[config.mk]
export PLATFORM = sky130hd
export DESIGN_NAME = route_lock_unit
export DESIGN_NICKNAME = d
export VERILOG_FILES = /design/src/rtl/route_lock_unit.sv
export SDC_FILE = /design/constraint.sdc
export NUM_CORES = 1
export LEC_CHECK = 0
export ABC_AREA = 1
export CORE_AREA = 2 2 73 75
export CTS_BUF_LIST = sky130_fd_sc_hd__clkbuf_8
export DETAILED_ROUTE_END_ITERATION = 16
export DIE_AREA = 0 0 75 77
export SYNTH_ARGS = -nofsm -noshare
export SYNTH_HDL_FRONTEND = slang
export SYNTH_SLANG_ARGS = --single-unit
[constraint.sdc]
create_clock -name clk -period 1.8 [get_ports clk]
set_input_delay 0.27 -clock clk [delete_from_list [all_inputs] [get_ports clk]]
set_output_delay 0.27 -clock clk [all_outputs]
set_load 0.02 [all_outputs]
[src/rtl/route_lock_unit.sv]
// route_lock_unit: wormhole route computation and lock for one input port of a
// 2D mesh router. The head flit's destination is latched, an XY or YX output port
// is computed and held one-hot. The lock is released once the header, the size
// flit and <size> payload flits have been transferred.
//
// Ports:
//   clk, rst      single clock; synchronous active-high reset
//   i_flit        head flit of the input buffer
//   i_valid       i_flit holds valid data
//   i_ready       downstream accepts the flit this cycle
//   o_outputPort  one-hot granted port (E=0, W=1, N=2, S=3, L=4); zero when unlocked
//   o_route_valid route locked, flits may be forwarded
//   o_busy        FSM not in IDLE
//   o_err         one-cycle pulse when the destination lies outside the mesh
module route_lock_unit #(
  parameter int TAM_FLIT = 16,
  parameter int COORD_W  = 2,
  parameter int DEST_MSB = 15,
  parameter int LOCAL_X  = 0,
  parameter int LOCAL_Y  = 0,
  parameter int MESH_X   = 4,
  parameter int MESH_Y   = 4,
  parameter int MODE     = 0
) (
  input  logic                clk,
  input  logic                rst,
  input  logic [TAM_FLIT-1:0] i_flit,
  input  logic                i_valid,
  input  logic                i_ready,
  output logic [4:0]          o_outputPort,
  output logic                o_route_valid,
  output logic                o_busy,
  output logic                o_err
);

  localparam logic [4:0] P_EAST  = 5'b00001;
  localparam logic [4:0] P_WEST  = 5'b00010;
  localparam logic [4:0] P_NORTH = 5'b00100;
  localparam logic [4:0] P_SOUTH = 5'b01000;
  localparam logic [4:0] P_LOCAL = 5'b10000;

  localparam logic [COORD_W-1:0] LX = COORD_W'(LOCAL_X);
  localparam logic [COORD_W-1:0] LY = COORD_W'(LOCAL_Y);

  typedef enum logic [2:0] {IDLE, ROUTE, HEADER, SIZE, PAYLOAD} state_t;

  state_t             state, state_nx;
  logic [COORD_W-1:0] dest_x, dest_y;
  logic [15:0]        cnt, size_in;
  logic [4:0]         x_port, y_port, route_port;
  logic               xfer, release_rt, out_of_mesh;

  // Downstream ready only counts while the route is locked.
  assign xfer = i_valid & i_ready & o_route_valid;

  generate
    if (TAM_FLIT >= 16) begin : g_size_trunc
      assign size_in = i_flit[15:0];
    end else begin : g_size_zext
      assign size_in = {{(16-TAM_FLIT){1'b0}}, i_flit};
    end
  endgenerate

  // Mesh bounds are checked at 32 bits: a bound such as MESH_X=4 does not fit
  // in a 2-bit coordinate and would wrap to zero.
  assign out_of_mesh = (32'(dest_x) >= 32'(MESH_X)) || (32'(dest_y) >= 32'(MESH_Y));

  always_comb begin
    x_port = '0;
    y_port = '0;
    if (dest_x > LX)      x_port = P_EAST;
    else if (dest_x < LX) x_port = P_WEST;
    if (dest_y < LY)      y_port = P_SOUTH;
    else if (dest_y > LY) y_port = P_NORTH;

    route_port = P_LOCAL;
    if (out_of_mesh)       route_port = P_LOCAL;
    else if (MODE == 0)    route_port = (x_port != '0) ? x_port : (y_port != '0) ? y_port : P_LOCAL;
    else                   route_port = (y_port != '0) ? y_port : (x_port != '0) ? x_port : P_LOCAL;
  end

  always_comb begin
    state_nx   = state;
    release_rt = 1'b0;
    case (state)
      IDLE:    if (i_valid) state_nx = ROUTE;
      ROUTE:   state_nx = HEADER;
      HEADER:  if (xfer) state_nx = SIZE;
      SIZE:    if (xfer) begin
                 if (size_in == 16'd0) begin
                   state_nx   = IDLE;
                   release_rt = 1'b1;
                 end else begin
                   state_nx = PAYLOAD;
                 end
               end
      PAYLOAD: if (xfer && cnt == 16'd1) begin
                 state_nx   = IDLE;
                 release_rt = 1'b1;
               end
      default: state_nx = IDLE;
    endcase
  end

  always_ff @(posedge clk) begin
    if (rst) begin
      state         <= IDLE;
      dest_x        <= '0;
      dest_y        <= '0;
      cnt           <= '0;
      o_outputPort  <= '0;
      o_route_valid <= 1'b0;
      o_busy        <= 1'b0;
      o_err         <= 1'b0;
    end else begin
      state  <= state_nx;
      o_busy <= (state_nx != IDLE);
      o_err  <= 1'b0;
      if (state == IDLE && i_valid) begin
        dest_x <= i_flit[DEST_MSB -: COORD_W];
        dest_y <= i_flit[DEST_MSB-COORD_W -: COORD_W];
      end
      if (state == ROUTE) begin
        o_outputPort  <= route_port;
        o_route_valid <= 1'b1;
        o_err         <= out_of_mesh;
      end
      if (release_rt) begin
        o_outputPort  <= '0;
        o_route_valid <= 1'b0;
      end
      if (state == SIZE && xfer)         cnt <= size_in;
      else if (state == PAYLOAD && xfer) cnt <= cnt - 16'd1;
    end
  end

endmodule

# [Word-level counts from Yosys, hierarchy flattened]
# Index checks and enable logic that the tools add are counted.
# W data, S select, Z words.
[word_totals] in_bits=20 regBits=30 wordCells=48 out_inout_bits=8
[op_classes] n_addsub=1 eq_ne=5 n_reduce_logical=11 n_bitwise=2 order_cmp=4 mux=18
[ops] cell="$mux W16" n=2
[ops] cell="$mux W3" n=6
[ops] cell="$eq A16 B1 Y1 const B" n=1
[ops] cell="$logic_not A16 Y1" n=1
[ops] cell="$sub A16 B1 Y16 const B" n=1
[ops] cell="$mux W5" n=3
[ops] cell="$pmux W3 S5" n=1
[ops] cell="$reduce_bool A5 Y1" n=2
[ops] cell="$eq A3 B2 Y1 const B" n=2
[ops] cell="$gt A2 B1 Y1 const B" n=2
[ops] cell="$logic_and A1 B1 Y1" n=4
[ops] cell="$lt A2 B1 Y1 const B" n=2
[ops] cell="$mux W4" n=1
[ops] cell="$eq A3 B1 Y1 const B" n=1
[ops] cell="$eq A3 B3 Y1 const B" n=1
[ops] cell="$logic_not A3 Y1" n=1
[ops] cell="$mux W1" n=3
[ops] cell="$reduce_bool A3 Y1" n=1
[ops] cell="$and A1 B1 Y1" n=2
[ops] cell="$mux W2" n=1
[ops] cell="$pmux W1 S2" n=1
[ops] cell="$reduce_bool A2 Y1" n=1
[ops] cell="$reduce_or A2 Y1" n=1

# [Depth between registers and ports, before layout]
[logic_depth] ltp_word=6 mapped_depth=9 depth_no_buf=9

# [Worst setup path after synthesis]
# OpenSTA, ideal clock, no wires.
[synth_path] kind="register -> register" from="reg o_route_valid" to="reg cnt[10]" path_slack_ns=0.480 required_time_ns=1.668 t_arrival_ns=1.188 stages_incl_launch_ff=9 setup_ns=0.132 path_buffers=1 period_less_slack_ns=1.320 cell_sequence="dfxtp_1 nand3_1 inv_2 nand2_1 inv_2 buf_2 a21oi_1 nand2_1 a21oi_1"
[synth_via] elab_chain_len=3 word_cells_on_any_way=5 classes_between="1 x mux; 1 x bitwise; 3 x reduce/logical"
[synth_rtl] item="from (decl)" line="31" rtl="output logic o_route_valid,"
[synth_rtl] item="from (signal assigned)" line="112" rtl="o_route_valid <= 1'b0;"
[synth_rtl] item="from (signal assigned)" line="125" rtl="o_route_valid <= 1'b1;"
[synth_rtl] item="from (signal assigned)" line="130" rtl="o_route_valid <= 1'b0;"
[synth_rtl] item="$and A1 B1 Y1 *" line="54" rtl="assign xfer = i_valid & i_ready & o_route_valid;"
[synth_rtl] item="$logic_and A1 B1 Y1, on equally long branches" line="132, 133"
[synth_rtl] item="$mux W16 or $reduce_bool A2 Y1 (tied branches)"
[synth_rtl] item="to (signal assigned)" line="132" rtl="if (state == SIZE && xfer) cnt <= size_in;"
[synth_rtl] item="to (signal assigned)" line="133" rtl="else if (state == PAYLOAD && xfer) cnt <= cnt - 16'd1;"
[synth_rtl] item="to (decl)" line="49" rtl="logic [15:0] cnt, size_in;"
# Every way passes the cells marked *; elsewhere a longest branch is shown, timed or not.
# A chain may end at the register's enable or synchronous reset.

# [Worst setup path after layout]
[layout_path] from="reg cnt[0]" to="reg cnt[14]"
[layout_via] elab_chain_len=3
[layout_rtl] item="$sub A16 B1 Y16" line="133"
[layout_rtl] item="$mux W16" line="133"
[layout_rtl] item="$mux W16" line="132"
# No other way between the ends. The select of a mux whose other input is x is not followed.

==> flow_summary.json <==
{
  "clockPowerShare_pct": 37.6,
  "io_buffers": 24,
  "grt_pass1_vias": 1580,
  "detail-route-antenna-nets": 0,
  "max_freq_mhz": 648,
  "via_per_inst": 4.63,
  "fin_tns_setup_ps": 0,
  "status": "finished clean",
  "syn_area_um2": 1690,
  "hold_slack_ps": 466,
  "die_w_um": 75,
  "initial_core_util_pct": 34.0,
  "r2r_cells": 9,
  "post_cts_buffers": 0,
  "min_period_ps": 1540,
  "grt_usage_pct": 15.2,
  "clk_pin_slew_ps": 110,
  "met2_length_mm": 1.82,
  "wl_per_cell_um": 11.0,
  "ys_warn_count": 0,
  "rr_startpoint": "cnt[0]",
  "ys_seq_elements": 28,
  "synthTopCellsByArea": "dfxtp_1, nand2_1, nor2_1",
  "cts_root_buf": "clkbuf_8",
  "crit_type": "register to register",
  "core_um2": 4980,
  "ir_drop_uv": 242,
  "hold_viol": 0,
  "critical_path_peak_fanout": 6,
  "yosysTopAreaCell": "dfxtp_1",
  "dieArea_um2": 5780,
  "seqPwrFrac_pct": 47.7,
  "antenna_cells": 0,
  "p_sw_mw": 0.338,
  "cts_made_buffers": 3,
  "hpwl_mm": 3.17,
  "rows": 26,
  "dr.pass1.iters": 4,
  "gp_congestion": 0.808,
  "fin_skew_ps": 2.82,
  "drv_cap": 0,
  "cp-end-kind": "register",
  "yosys.cell_types.count": 27,
  "overflow": 0,
  "period_share_pct": 85.7,
  "power_density_nw_per_um2": 654,
  "die_h_um": 77,
  "worstSetupEndpoint": "cnt[14]",
  "synth.avg_cell_area_um2": 6.06,
  "setup_violations": 0,
  "worstPathArrival_ps": 1730,
  "slew_violations": 0,
  "cts_tree": "yes",
  "fin_nets": 331,
  "critPathLaunchType": "register",
  "p_int_mw": 1.04,
  "worstSkewPairLatency_ps": 280,
  "io_pins": 28,
  "htree_levels": 1,
  "grt_pass1_wl_mm": 7.00,
  "grt_max_degree": 17,
  "synth_top_area_share_pct": 33.1,
  "synth_seq_area_share_pct": 33.1,
  "synthCells": 279,
  "syn2layout_area_growth_pct": 24.8,
  "cts.sinks": 28,
  "antenna_found_initial": 0,
  "combPwrFrac_pct": 14.7,
  "cp-startpoint": "cnt[0]",
  "timing.rr.end": "cnt[14]",
  "p_sw_share_pct": 24.5,
  "r2r_slack_ps": 260,
  "leakagePower_nw": 0.983,
  "required_ps": 1980,
  "wl_met3_um": 107,
  "drive_above_1_share_pct": 6.82,
  "drt_wl_total_mm": 4.14,
  "ctsResizeCount": 0,
  "clock_path_buffers": 2,
  "drt-initial-drc-count": 63,
  "fin_util_pct": 42.4,
  "vias": 1749,
  "cts_hold_buffers": 0,
  "rsz0062_at_grt": "false",
  "routed.top_layer": "met4",
  "met1_length_mm": 2.14,
  "hp-class": "register to register",
  "drc": 0
}
through the flow:
step / worst slack, ps / cell area [um2] / power, mW / cells
floorplan: 480 / 1700 / 0.781 / 281
global placement: 130 / 2040 / 0.877 / 374
detailed placement: 68.4 / 2040 / 0.877 / 374
CTS: 251 / 2110 / 1.40 / 378
global route: 90.9 / 2110 / 1.45 / 378
finish: 257 / 2110 / 1.38 / 378
power groups by stage:
stage / registers (mW) / logic, mW / clock network (mW)
2_1_floorplan: 0.684 / 0.0972 / 0
3_3_place_gp: 0.673 / 0.205 / 0
3_5_place_dp: 0.672 / 0.205 / 0
4_1_cts: 0.659 / 0.206 / 0.536
5_1_grt: 0.662 / 0.229 / 0.556
6_report: 0.658 / 0.203 / 0.519
area by class of cell:
class                   count  area (um2)
clock inverters             1        30.0
repair buffers             33         308
inverters                  37         139
fillers                   541        2870
multi-input cells         206         945
flip-flops and latches     28         561
clock buffers               3        41.3
well taps                  70        87.6
worst min path at each step:
stage	start	to	slack, ps	cells past startpoint
6_report	dest_x[1]	dest_x[1]	470	2
5_1_grt	dest_x[1]	dest_x[1]	490	2
4_1_cts	dest_x[1]	dest_x[1]	470	2
3_5_place_dp	dest_x[1]	dest_x[1]	460	2
3_3_place_gp	dest_x[1]	dest_x[1]	440	2
2_1_floorplan	rst	cnt[6]	340	1
routing by layer:
| layer | global-route usage, % | vias to the layer above |
|---|---|---|
| met2 | 23.4 | 26 |
| met1 | 21.4 | 774 |
| met3 | 1.58 | 6 |
| met4 | 5.89 | 0 |
| li1 | - | 943 |
| met5 | 0 | - |
state kept, by name, summed over array words and instances, names as in the netlist:
signal	flops
dest_y	2
o_busy	1
dest_x	2
state	3
o_route_valid	1
o_outputPort	3
cnt	16
cell families after synthesis:
group,after synthesis,share of synthesized area [%]
fa+ha+maj,2,1.48
mux,1,0.666
other cells,1,0.222
simple gates,146,35.8
compound gates,52,16.2
buf+inv,47,11.5
xor+xnor,2,1.04
flops,28,33.1
synth_stat cells, drive strengths merged:
library cell and instances:
a21oi 27, a31oi 1, buf 8, clkbuf 2, clkinv 1, conb 1, dfxtp 28, ha 2
inv 36, mux2 1, nand2 71, nand2b 1, nand3 26, nand3b 1, nand4 2, nor2 43
nor3 1, o211ai 4, o21ai 19, o31ai 1, or2 1, xnor2 2
critical path, stage by stage (launching register included):
cell and delay [ps]:
dfxtp_1 340, inv_1 90, ha_1 200, nand2_1 120, nor2_1 340, nand2_1 110
nand2_1 70, nand3_1 60, nand2_1 60, a21oi_1 50
cells in the final DEF (no fill, tap or decap):
cell              n
a21oi_1          27
xnor2_1           2
nor3_2            1
o21ai_1           1
nand2_2           1
nor2_2            1
or2_2             1
nor2_1           42
nand4_1           2
clkbuf_8          3
mux2_2            1
buf_4             9
inv_2             3
dfxtp_1          28
ha_1              2
nand2_1          70
conb_1            3
o21ai_0          18
o211ai_1          4
clkinv_1          1
o31ai_1           1
clkdlybuf4s50_1  24
a31oi_1           1
nand3_1          26
nand3b_1          1
inv_1            33
bufinv_16         1
nand2b_1          1
Note: power is estimated with default switching activity, not from simulation.
